File: src/rtl/param_seq_alu.sv
// param_seq_alu: WIDTH-bit sequential ALU for the EX stage.
// Single-cycle ops complete on the start edge; MUL (shift-add) and DIV/MOD
// (restoring divide) iterate one bit per cycle under a start/busy/done handshake.
// Ports:
//   clk, rst_n          clock, async active-low reset
//   start               request, sampled only while idle
//   alu_control[4:0]    opcode, sampled with start
//   a, b [WIDTH-1:0]    operands, sampled with start
//   busy                multi-cycle operation in progress
//   done                one-cycle pulse when result/flags update
//   result[WIDTH-1:0]   registered result, held until next completion
//   flag_eq/gt/dz       registered a==b, a>b (unsigned), divide-by-zero
module param_seq_alu #(
    parameter int unsigned WIDTH = 32
) (
    input  logic             clk,
    input  logic             rst_n,
    input  logic             start,
    input  logic [4:0]       alu_control,
    input  logic [WIDTH-1:0] a,
    input  logic [WIDTH-1:0] b,
    output logic             busy,
    output logic             done,
    output logic [WIDTH-1:0] result,
    output logic             flag_eq,
    output logic             flag_gt,
    output logic             flag_dz
);

    localparam int unsigned SHW = $clog2(WIDTH);
    localparam int unsigned CW  = $clog2(WIDTH + 1);

    localparam logic [4:0] OP_ADD = 5'b00000;
    localparam logic [4:0] OP_SUB = 5'b00001;
    localparam logic [4:0] OP_MUL = 5'b00010;
    localparam logic [4:0] OP_DIV = 5'b00011;
    localparam logic [4:0] OP_MOD = 5'b00100;
    localparam logic [4:0] OP_CMP = 5'b00101;
    localparam logic [4:0] OP_AND = 5'b00110;
    localparam logic [4:0] OP_OR  = 5'b00111;
    localparam logic [4:0] OP_NOT = 5'b01000;
    localparam logic [4:0] OP_SLL = 5'b01001;
    localparam logic [4:0] OP_SRL = 5'b01010;
    localparam logic [4:0] OP_SRA = 5'b01011;

    typedef enum logic [1:0] {
        S_IDLE = 2'd0,
        S_MUL  = 2'd1,
        S_DIV  = 2'd2
    } state_e;

    state_e           state_q;
    logic [CW-1:0]    cnt_q;
    logic             busy_q;
    logic             done_q;
    logic [WIDTH-1:0] result_q;
    logic             flag_eq_q;
    logic             flag_gt_q;
    logic             flag_dz_q;
    logic [WIDTH-1:0] a_q;
    logic [WIDTH-1:0] b_q;
    logic             op_mod_q;
    logic [WIDTH-1:0] x_q;    // MUL: shifted multiplicand; DIV: dividend shifting into quotient
    logic [WIDTH-1:0] y_q;    // MUL: multiplier, consumed LSB first
    logic [WIDTH-1:0] acc_q;  // MUL: partial product; DIV: partial remainder

    logic [SHW-1:0]   shamt_c;
    logic [WIDTH-1:0] sc_result_c;
    logic             is_mul_c;
    logic             is_divmod_c;
    logic             is_div_c;
    logic             is_dz_c;

    logic [WIDTH-1:0] mul_acc_c;
    logic [WIDTH:0]   rem_sh_c;
    logic             div_ge_c;
    logic [WIDTH:0]   rem_n_c;
    logic [WIDTH-1:0] quo_n_c;
    logic [WIDTH-1:0] x_d;
    logic [WIDTH-1:0] y_d;
    logic [WIDTH-1:0] acc_d;
    logic [WIDTH-1:0] fin_c;
    logic             rem_msb_unused;

    assign busy    = busy_q;
    assign done    = done_q;
    assign result  = result_q;
    assign flag_eq = flag_eq_q;
    assign flag_gt = flag_gt_q;
    assign flag_dz = flag_dz_q;

    // Request classification at the start edge
    assign shamt_c     = b[SHW-1:0];
    assign is_mul_c    = (alu_control == OP_MUL);
    assign is_divmod_c = (alu_control == OP_DIV) || (alu_control == OP_MOD);
    assign is_div_c    = is_divmod_c && (b != '0);
    assign is_dz_c     = is_divmod_c && (b == '0);

    // Single-cycle result; DIV/MOD by zero falls to the zero default
    always_comb begin
        sc_result_c = '0;
        case (alu_control)
            OP_ADD: sc_result_c = a + b;
            OP_SUB: sc_result_c = a - b;
            OP_CMP: begin
                if (a < b)      sc_result_c = '1;
                else if (a > b) sc_result_c = WIDTH'(1);
                else            sc_result_c = '0;
            end
            OP_AND: sc_result_c = a & b;
            OP_OR:  sc_result_c = a | b;
            OP_NOT: sc_result_c = ~a;
            OP_SLL: sc_result_c = a << shamt_c;
            OP_SRL: sc_result_c = a >> shamt_c;
            OP_SRA: sc_result_c = WIDTH'($signed(a) >>> shamt_c);
            default: sc_result_c = '0;
        endcase
    end

    // One iteration of shift-add multiply or restoring divide
    always_comb begin
        mul_acc_c = acc_q + (y_q[0] ? x_q : '0);
        rem_sh_c  = {acc_q, x_q[WIDTH-1]};
        div_ge_c  = (rem_sh_c >= {1'b0, b_q});
        rem_n_c   = div_ge_c ? (rem_sh_c - {1'b0, b_q}) : rem_sh_c;
        quo_n_c   = {x_q[WIDTH-2:0], div_ge_c};
        x_d       = x_q << 1;
        y_d       = y_q >> 1;
        acc_d     = mul_acc_c;
        fin_c     = mul_acc_c;
        if (state_q == S_DIV) begin
            x_d   = quo_n_c;
            y_d   = y_q;
            acc_d = rem_n_c[WIDTH-1:0];
            fin_c = op_mod_q ? rem_n_c[WIDTH-1:0] : quo_n_c;
        end
    end

    // Remainder after a subtract is always below the divisor, so its top bit is zero
    assign rem_msb_unused = rem_n_c[WIDTH];

    // Sequencer and all architectural registers
    always_ff @(posedge clk or negedge rst_n) begin
        if (!rst_n) begin
            state_q   <= S_IDLE;
            cnt_q     <= '0;
            busy_q    <= 1'b0;
            done_q    <= 1'b0;
            result_q  <= '0;
            flag_eq_q <= 1'b0;
            flag_gt_q <= 1'b0;
            flag_dz_q <= 1'b0;
            a_q       <= '0;
            b_q       <= '0;
            op_mod_q  <= 1'b0;
            x_q       <= '0;
            y_q       <= '0;
            acc_q     <= '0;
        end else begin
            done_q <= 1'b0;
            case (state_q)
                S_IDLE: begin
                    if (start) begin
                        a_q      <= a;
                        b_q      <= b;
                        op_mod_q <= (alu_control == OP_MOD);
                        if (is_mul_c || is_div_c) begin
                            state_q <= is_mul_c ? S_MUL : S_DIV;
                            busy_q  <= 1'b1;
                            cnt_q   <= CW'(WIDTH);
                            x_q     <= a;
                            y_q     <= b;
                            acc_q   <= '0;
                        end else begin
                            result_q  <= sc_result_c;
                            flag_eq_q <= (a == b);
                            flag_gt_q <= (a > b);
                            flag_dz_q <= is_dz_c;
                            done_q    <= 1'b1;
                        end
                    end
                end
                S_MUL, S_DIV: begin
                    cnt_q <= cnt_q - CW'(1);
                    x_q   <= x_d;
                    y_q   <= y_d;
                    acc_q <= acc_d;
                    // Last iteration: publish result on the edge the counter hits zero
                    if (cnt_q == CW'(1)) begin
                        state_q   <= S_IDLE;
                        busy_q    <= 1'b0;
                        done_q    <= 1'b1;
                        result_q  <= fin_c;
                        flag_eq_q <= (a_q == b_q);
                        flag_gt_q <= (a_q > b_q);
                        flag_dz_q <= 1'b0;
                    end
                end
                default: begin
                    state_q <= S_IDLE;
                    busy_q  <= 1'b0;
                end
            endcase
        end
    end

endmodule

File: config.mk
export PLATFORM = sky130hd
export DESIGN_NAME = param_seq_alu
export DESIGN_NICKNAME = d
export VERILOG_FILES = /design/src/rtl/param_seq_alu.sv
export SDC_FILE = /design/constraint.sdc
export NUM_CORES = 1
export LEC_CHECK = 0
export CAP_MARGIN = 10
export CORE_MARGIN = 2
export CORE_UTILIZATION = 50
export DETAILED_ROUTE_END_ITERATION = 8
export GPL_TIMING_DRIVEN = 0
export PLACE_DENSITY = 0.8
export RECOVER_POWER = 100
export SLEW_MARGIN = 30
export SYNTH_ARGS = -nofsm -noshare
export SYNTH_HDL_FRONTEND = slang
export SYNTH_SLANG_ARGS = --single-unit
File: constraint.sdc
create_clock -name clk -period 8.5 [get_ports clk]
set_clock_uncertainty 0.05 [all_clocks]
set_input_delay 1.275 -clock clk [delete_from_list [all_inputs] [get_ports clk]]
set_output_delay 1.275 -clock clk [all_outputs]
set_load 0.01 [all_outputs]
==> results of run 1 <==
[stage by stage]
stage               setup WS [ps]  TNS, ps  std cells  total power [mW]
floorplan                    3260        0       3053              3.82
global placement            -2800  -567510       3760              5.14
detailed placement           1010        0       3763              5.17
CTS                          1550        0       3808              6.29
global route                  587        0       3808              6.75
finish                        716        0       3810              6.46
[power groups by stage]
stage | Combinational (mW) | Clock (mW) | Sequential, mW
6_report | 3.73 | 1.12 | 1.62
5_1_grt | 3.96 | 1.14 | 1.64
4_1_cts | 3.58 | 1.10 | 1.60
3_5_place_dp | 3.55 | 0 | 1.62
3_3_place_gp | 3.53 | 0 | 1.61
2_1_floorplan | 2.28 | 0 | 1.53
[cell type report]
class	count	area (µm²)
repair buffers	110	1120
fillers	4415	19700
plain buffers	201	861
multi-input cells	2486	16500
well taps	600	751
clock buffers	32	682
clock inverters	13	140
diodes	2	5.00
flip-flops and latches	206	5150
inverters	160	601
[Yosys cell counts, types with 22 or more instances]
library cell  count  share of area, %
nor2b_1          25              0.68
o211ai_1         37               1.2
clkbuf_1        147               2.4
o21ai_0         296               6.4
mux4_2           32               3.1
xnor2_1          50               1.9
a21oi_1         263               5.7
a31oi_1          40               1.1
ha_1            197                11
nor2_1          315               5.1
inv_1           155               2.5
o22ai_1          58               1.6
a211oi_1         44               1.4
a21o_1           47               1.5
nand4_1          37               1.0
o221ai_1         22              0.83
nand2b_1         24              0.65
dfrtp_1         206                22
nand2_1         346               5.6
mux2i_1         115               5.0
xor2_1           27               1.0
nand3_1          50               1.1
mux2_2           23               1.1
nor3_1           44              0.95
nor4_1           30              0.81
and2_1           44               1.2
[cell usage in the layout, fill, tap and decap left out, drive strengths merged, types with 19 or more instances in the layout]
cell type / n
nand2: 346
nor2: 315
o21ai: 302
a21oi: 264
dfrtp: 206
ha: 197
clkbuf: 190
inv: 160
mux2i: 115
clkdlybuf4s50: 64
o22ai: 58
nand3: 50
xnor2: 50
a21o: 48
buf: 47
and2: 46
nor3: 44
a211oi: 44
dlygate4sd3: 42
a31oi: 40
nand4: 38
o211ai: 37
mux4: 32
nor4: 31
xor2: 27
nor2b: 25
nand2b: 25
mux2: 23
o221ai: 22
o21bai: 19
o31ai: 19
[state kept, by name (all words and copies together) (netlist names)]
register and flops:
a_q 32, acc_q 32, b_q 32, busy 1
cnt_q 6, done 1, flag_dz 1, flag_eq 1
flag_gt 1, op_mod_q 1, result 32, state_q 2
x_q 32, y_q 32
[path summary, 6_finish.rpt]
| path | startpoint | to | cells past startpoint |
|---|---|---|---|
| setup / recovery | b[2] | result[25] | 18 |
| hold / removal | flag_dz | flag_dz | 2 |
| setup reg to reg | y_q[0] | result[30] | 14 |
| hold reg to reg | flag_dz | flag_dz | 2 |
| max in group asynchronous | rst_n | x_q[5] | 3 |
| min in group asynchronous | rst_n | acc_q[27] | 1 |
[logic make-up after synthesis]
family,Yosys count,synth area share [%]
muxes,170,9.20
adders and majority gates,201,11.0
buffers and inverters,361,6.33
xor gates and xnor gates,77,2.91
DFF,206,22.3
AOI/OAI and AO/OA,1052,29.0
and+or+nand+nor,986,19.3
[worst max-delay path: stages]
cell and delay (ps):
dlygate4sd3_1 610, inv_1 320, clkbuf_1 540, clkbuf_1 590, clkbuf_1 650, ha_1 370
clkbuf_1 220, o21ba_1 260, o2111ai_1 350, nand4_1 300, a21oi_1 260, o21ai_0 270
and2_0 230, clkbuf_1 350, a21oi_1 600, o2111ai_1 390, a221oi_1 470, a21oi_1 70
[metal layers]
layer,track usage [%],vias up
met5,0,-
met4,36.0,2
met3,15.3,559
met2,73.1,2118
met1,60.8,12700
li1,-,11400
==> metrics.txt, run 1 <==
clk slew on worst S/H paths=60 ps; Critical Path AT=8150 ps; mean routed wirelength per cell=between 30 and 40 µm; floorplan die width=219 µm; slew of the pin with the lowest slew margin=2880 ps; wire length of the first global-routing pass=between 150000 and 200000 µm; CTS tree=built; number of enable-type register cells in the synthesized netlist=0; routability congestion estimate=1.15; #FFs+latches synth=206; fraction of power spent switching nets=50.5%; vias=26800; RSZ-0062 raised after global routing=false; static leakage=11.4 nW; top_reg_cell synth=dfrtp_1; post-CTS setup buffers=0; distinct cell type count after synthesis=94; Root Buffer=clkbuf_16; Initial DRT Pass Iterations=8; die extent in y=219 µm; routed wire length on met2=49900 µm; utilization after layout=56.7%; depth of the CTS H-tree=1; number of CTS-inserted buffers=25; final non-filler cell area=25800 µm²; net switching component of the power=between 3 and 4 mW; vias per cell=between 7 and 8; fin crit period=7780 ps; Avg Synthesized Cell Area=7.59 µm²; ports placed on the boundary=between 100 and 150; antenna violations before repair=4; Worst Path Required=between 8000 and 9000 ps; failing checks=max-capacitance violations, max-slew violations; Highest Signal Layer=met5; proportion of power drawn by combinational gates=57.7%; status=finished with violations; violation count after the first detailed-routing iteration=3712; async set or reset register ratio after synthesis=between 90% and 100%; detailed-routing wirelength on met1=44200 µm; half-perimeter wire length after detailed placement=approximately 95000 µm; Residual DRC=0; slew margin rel.=-92.1%; total power per unit cell area=between 200 and 300 nW/µm²; part of the power in the clock network=about 17%; overall global routing resource usage=49.5%; count of final hold-check violations=0; maximum clock frequency=between 100 and 150 MHz; post-route ant nets=0; TritonCTS sink count=206; worst IR drop on VDD=0.206 mV; post-synthesis to final-layout area growth=11.6%; largest net degree at the start of global routing=between 80 and 90; full die area=just under 50000 µm²; Final setup viols=0; Max Buffers Root-to-Sink=3; hold crit path type=reg -> reg; max-slew violation total from the final report=56; sequential element share of the synthesized area=between 20% and 30%; share of the clock period used by the worst path=between 90% and 100%; R2R Setup Slk=3560 ps; vias in the first global route=between 20000 and 30000; Initial Utilization=50.8%; max-cap viol count=2; final WL=121000 µm; category of the worst setup path launch point=primary input; Gates resized, CTS repair=0; number of core rows=78; power share of the sequential group=about a quarter; grt total ovfl=0; Core Footprint=around 46000 µm²; worst hold slack=407 ps; routed wl met3=15500 µm; synthesized netlist net count=between 3000 and 4000; CP Capture Type=flip-flop; Internal Pwr Total=3.20 mW; instance area at placement=25100 µm²; Port Buf Inserts=between 100 and 150; worst-path maximum fanout=11; number of warnings reported in the yosys synthesis log=0; share of cells above drive strength 1=roughly 5.5%; hold buffer count at cts=0; post-synthesis instance area=23200 µm²; Layout Nets=3463; Syn Inst Count=3053; path type of the worst setup path=in -> reg; clock latency on the worst-skew pair=590 ps
Power figures use the tool's default switching activity.
==> run 2, diff against run 1 <==
==> constraint.sdc (replaced) <==
create_clock -name clk -period 7.7 [get_ports clk]
set_clock_uncertainty 0.05 [all_clocks]
set_input_delay 1.155 -clock clk [delete_from_list [all_inputs] [get_ports clk]]
set_output_delay 1.155 -clock clk [all_outputs]
set_load 0.01 [all_outputs]
==> run 2 against run 1 <==
- the flow still finishes with violations (max-capacitance violations, max-slew violations)
- largest power group unchanged
- largest cell class unchanged
- die area is the same
- first-iteration DRC count fell by 2.4%
- sequential cell count unchanged
==> metrics.txt, run 2 (synthesis gave the netlist of run 1 again) <==
hold buffer count at cts=0; worst IR drop on VDD=0.227 mV; Max Buffers Root-to-Sink=3; CP Capture Type=flip-flop; setup ws final=218 ps; standard cell with the maximum stage delay on the critical path=a2111oi_0; Worst Path Required=8070 ps; status=finished with violations; total power per unit cell area=around 280 nW/µm²; post-route ant nets=0; area taken by flip-flops and latches=5150 µm²; launch instance of the worst min-delay path=flag_dz; largest net degree at the start of global routing=87; power share of the sequential group=25.1%; critical path, cell by cell=clkdlybuf4s50_1, inv_1, clkbuf_1, clkbuf_1, clkbuf_1, ha_1, buf_2, nand2b_1, o311ai_0, a2111oi_0, nor4_1, a21oi_1, nor3b_1, mux2i_1, o2111ai_1, a221oi_1, a21oi_1; Final setup viols=0; Most common cell on crit path=clkbuf_1; RSZ-0062 raised after global routing=false; max-cap viol count=3; final WL=121000 µm; mean routed wirelength per cell=31.7 µm; floorplan die width=219 µm; vias in the first global route=roughly 25000; ports placed on the boundary=109; routability congestion estimate=1.15; cell type group with the largest total delay on the critical path=buffers and inverters; commonest cells after routing, fill and taps aside=nand2_1 (346), nor2_1 (315), o21ai_0 (300); number of CTS-inserted buffers=25; vias per cell=7.05; vias=26900; count of final hold-check violations=0; proportion of power drawn by combinational gates=around 58%; post-synthesis to final-layout area growth=11.6%; share of the clock period used by the worst path=97.2%; part of the power in the clock network=17.3%; Layout Nets=3463; instance area at placement=25100 µm²; Internal Pwr Total=3.53 mW; Initial DRT Pass Iterations=6; clock latency on the worst-skew pair=~600 ps; post-CTS setup buffers=0; grt total ovfl=0; Port Buf Inserts=107; fin crit period=roughly 7500 ps; TritonCTS sink count=206; static leakage=11.3 nW; maximum clock frequency=134 MHz; overall global routing resource usage=49.5%; full die area=48100 µm²; area taken by multi-input logic gates=16500 µm²; pre-CTS setup slack=333 ps; critical path's largest stage delay=1220 ps; Gates resized, CTS repair=0; most common library cell in the layout ignoring fill and taps=nand2_1; half-perimeter wire length after detailed placement=95100 µm; share of cells above drive strength 1=5.55%; slew of the pin with the lowest slew margin=2950 ps; Residual DRC=0; CTS tree=built; wire length of the first global-routing pass=roughly 170000 µm; FF-to-FF Start=y_q[0]; capture point of the worst reg-to-reg path=result[30]; antenna violations before repair=4; failing checks=max-capacitance violations, max-slew violations; Root Buffer=clkbuf_16; worst-path maximum fanout=11; depth of the CTS H-tree=1; final non-filler cell area=approximately 26000 µm²; number of fill cells in the layout=4417; Core Footprint=45600 µm²; max-slew violation total from the final report=between 100 and 150; path type of the worst setup path=in -> reg; net switching component of the power=around 3.6 mW; slew margin rel.=-96.8%; cells on worst reg2reg path=14; clk slew on worst S/H paths=60 ps; terminating pin of the worst hold path=flag_dz; CP Buf/Inv Count=6; violation count after the first detailed-routing iteration=about 3600; die extent in y=~220 µm; PnR Total Power=7.13 mW; category of the worst setup path launch point=primary input; R2R Setup Slk=2740 ps; setup_tns=0 ps; hold crit path type=reg -> reg; fraction of power spent switching nets=about half; hold path depth=2; number of core rows=78; Initial Utilization=50.8%; Critical Path AT=7850 ps
==> run 2: through the flow <==
step	utilization, %	hold WS (ps)	instances
final	56.7	407	3809
after global routing	56.7	429	3808
after CTS	56.8	417	3808
after detailed placement	55.0	405	3763
after global placement	54.8	400	3760
after floorplan	-	398	3053
==> run 2: area by class of cell <==
type	instances	share of cell area (%)
multi-input combinational	2486	64.0
sequential	206	20.0
timing repair buffer	110	4.27
buffer	201	3.34
tap	600	2.91
clock buffer	32	2.64
inverter	160	2.32
clock inverter	13	0.542
antenna	1	0.00969
==> run 2: power by group through the flow <==
stage | registers (mW) | clock network (mW) | logic (mW)
after CTS | 1.77 | 1.22 | 3.96
final | 1.79 | 1.23 | 4.11
after global routing | 1.81 | 1.26 | 4.38
after global placement | 1.78 | 0 | 3.90
after detailed placement | 1.79 | 0 | 3.92
after floorplan | 1.69 | 0 | 2.52
==> run 2: worst max path at each step <==
stage | startpoint | to | slack (ps) | cells after the start
after floorplan | b[2] | result[30] | 2580 | 16
after global placement | rst_n | acc_q[8] | -3480 | 1
after detailed placement | b[2] | result[25] | 330 | 17
after CTS | b[2] | result[25] | 870 | 18
after global routing | b[2] | result[25] | 240 | 17
final | b[2] | result[25] | 220 | 17
==> run 2: per-layer routing <==
layer | share of wire, % | global-route usage [%] | routed length [µm] | up-vias
met3 | 13 | 15.3 | 15800 | 572
li1 | - | - | - | 11500
met1 | 36 | 60.8 | 44000 | 12700
met4 | 9.4 | 36.0 | 11300 | 2
met2 | 41 | 73.1 | 49600 | 2131
met5 | 0.0025 | 0 | 3 | -
==> run 2: tightest hold or removal path, stage by stage, from the launching register on <==
cell	delay [ps]
dfrtp_1	330
nand2_1	50
nand2_1	50
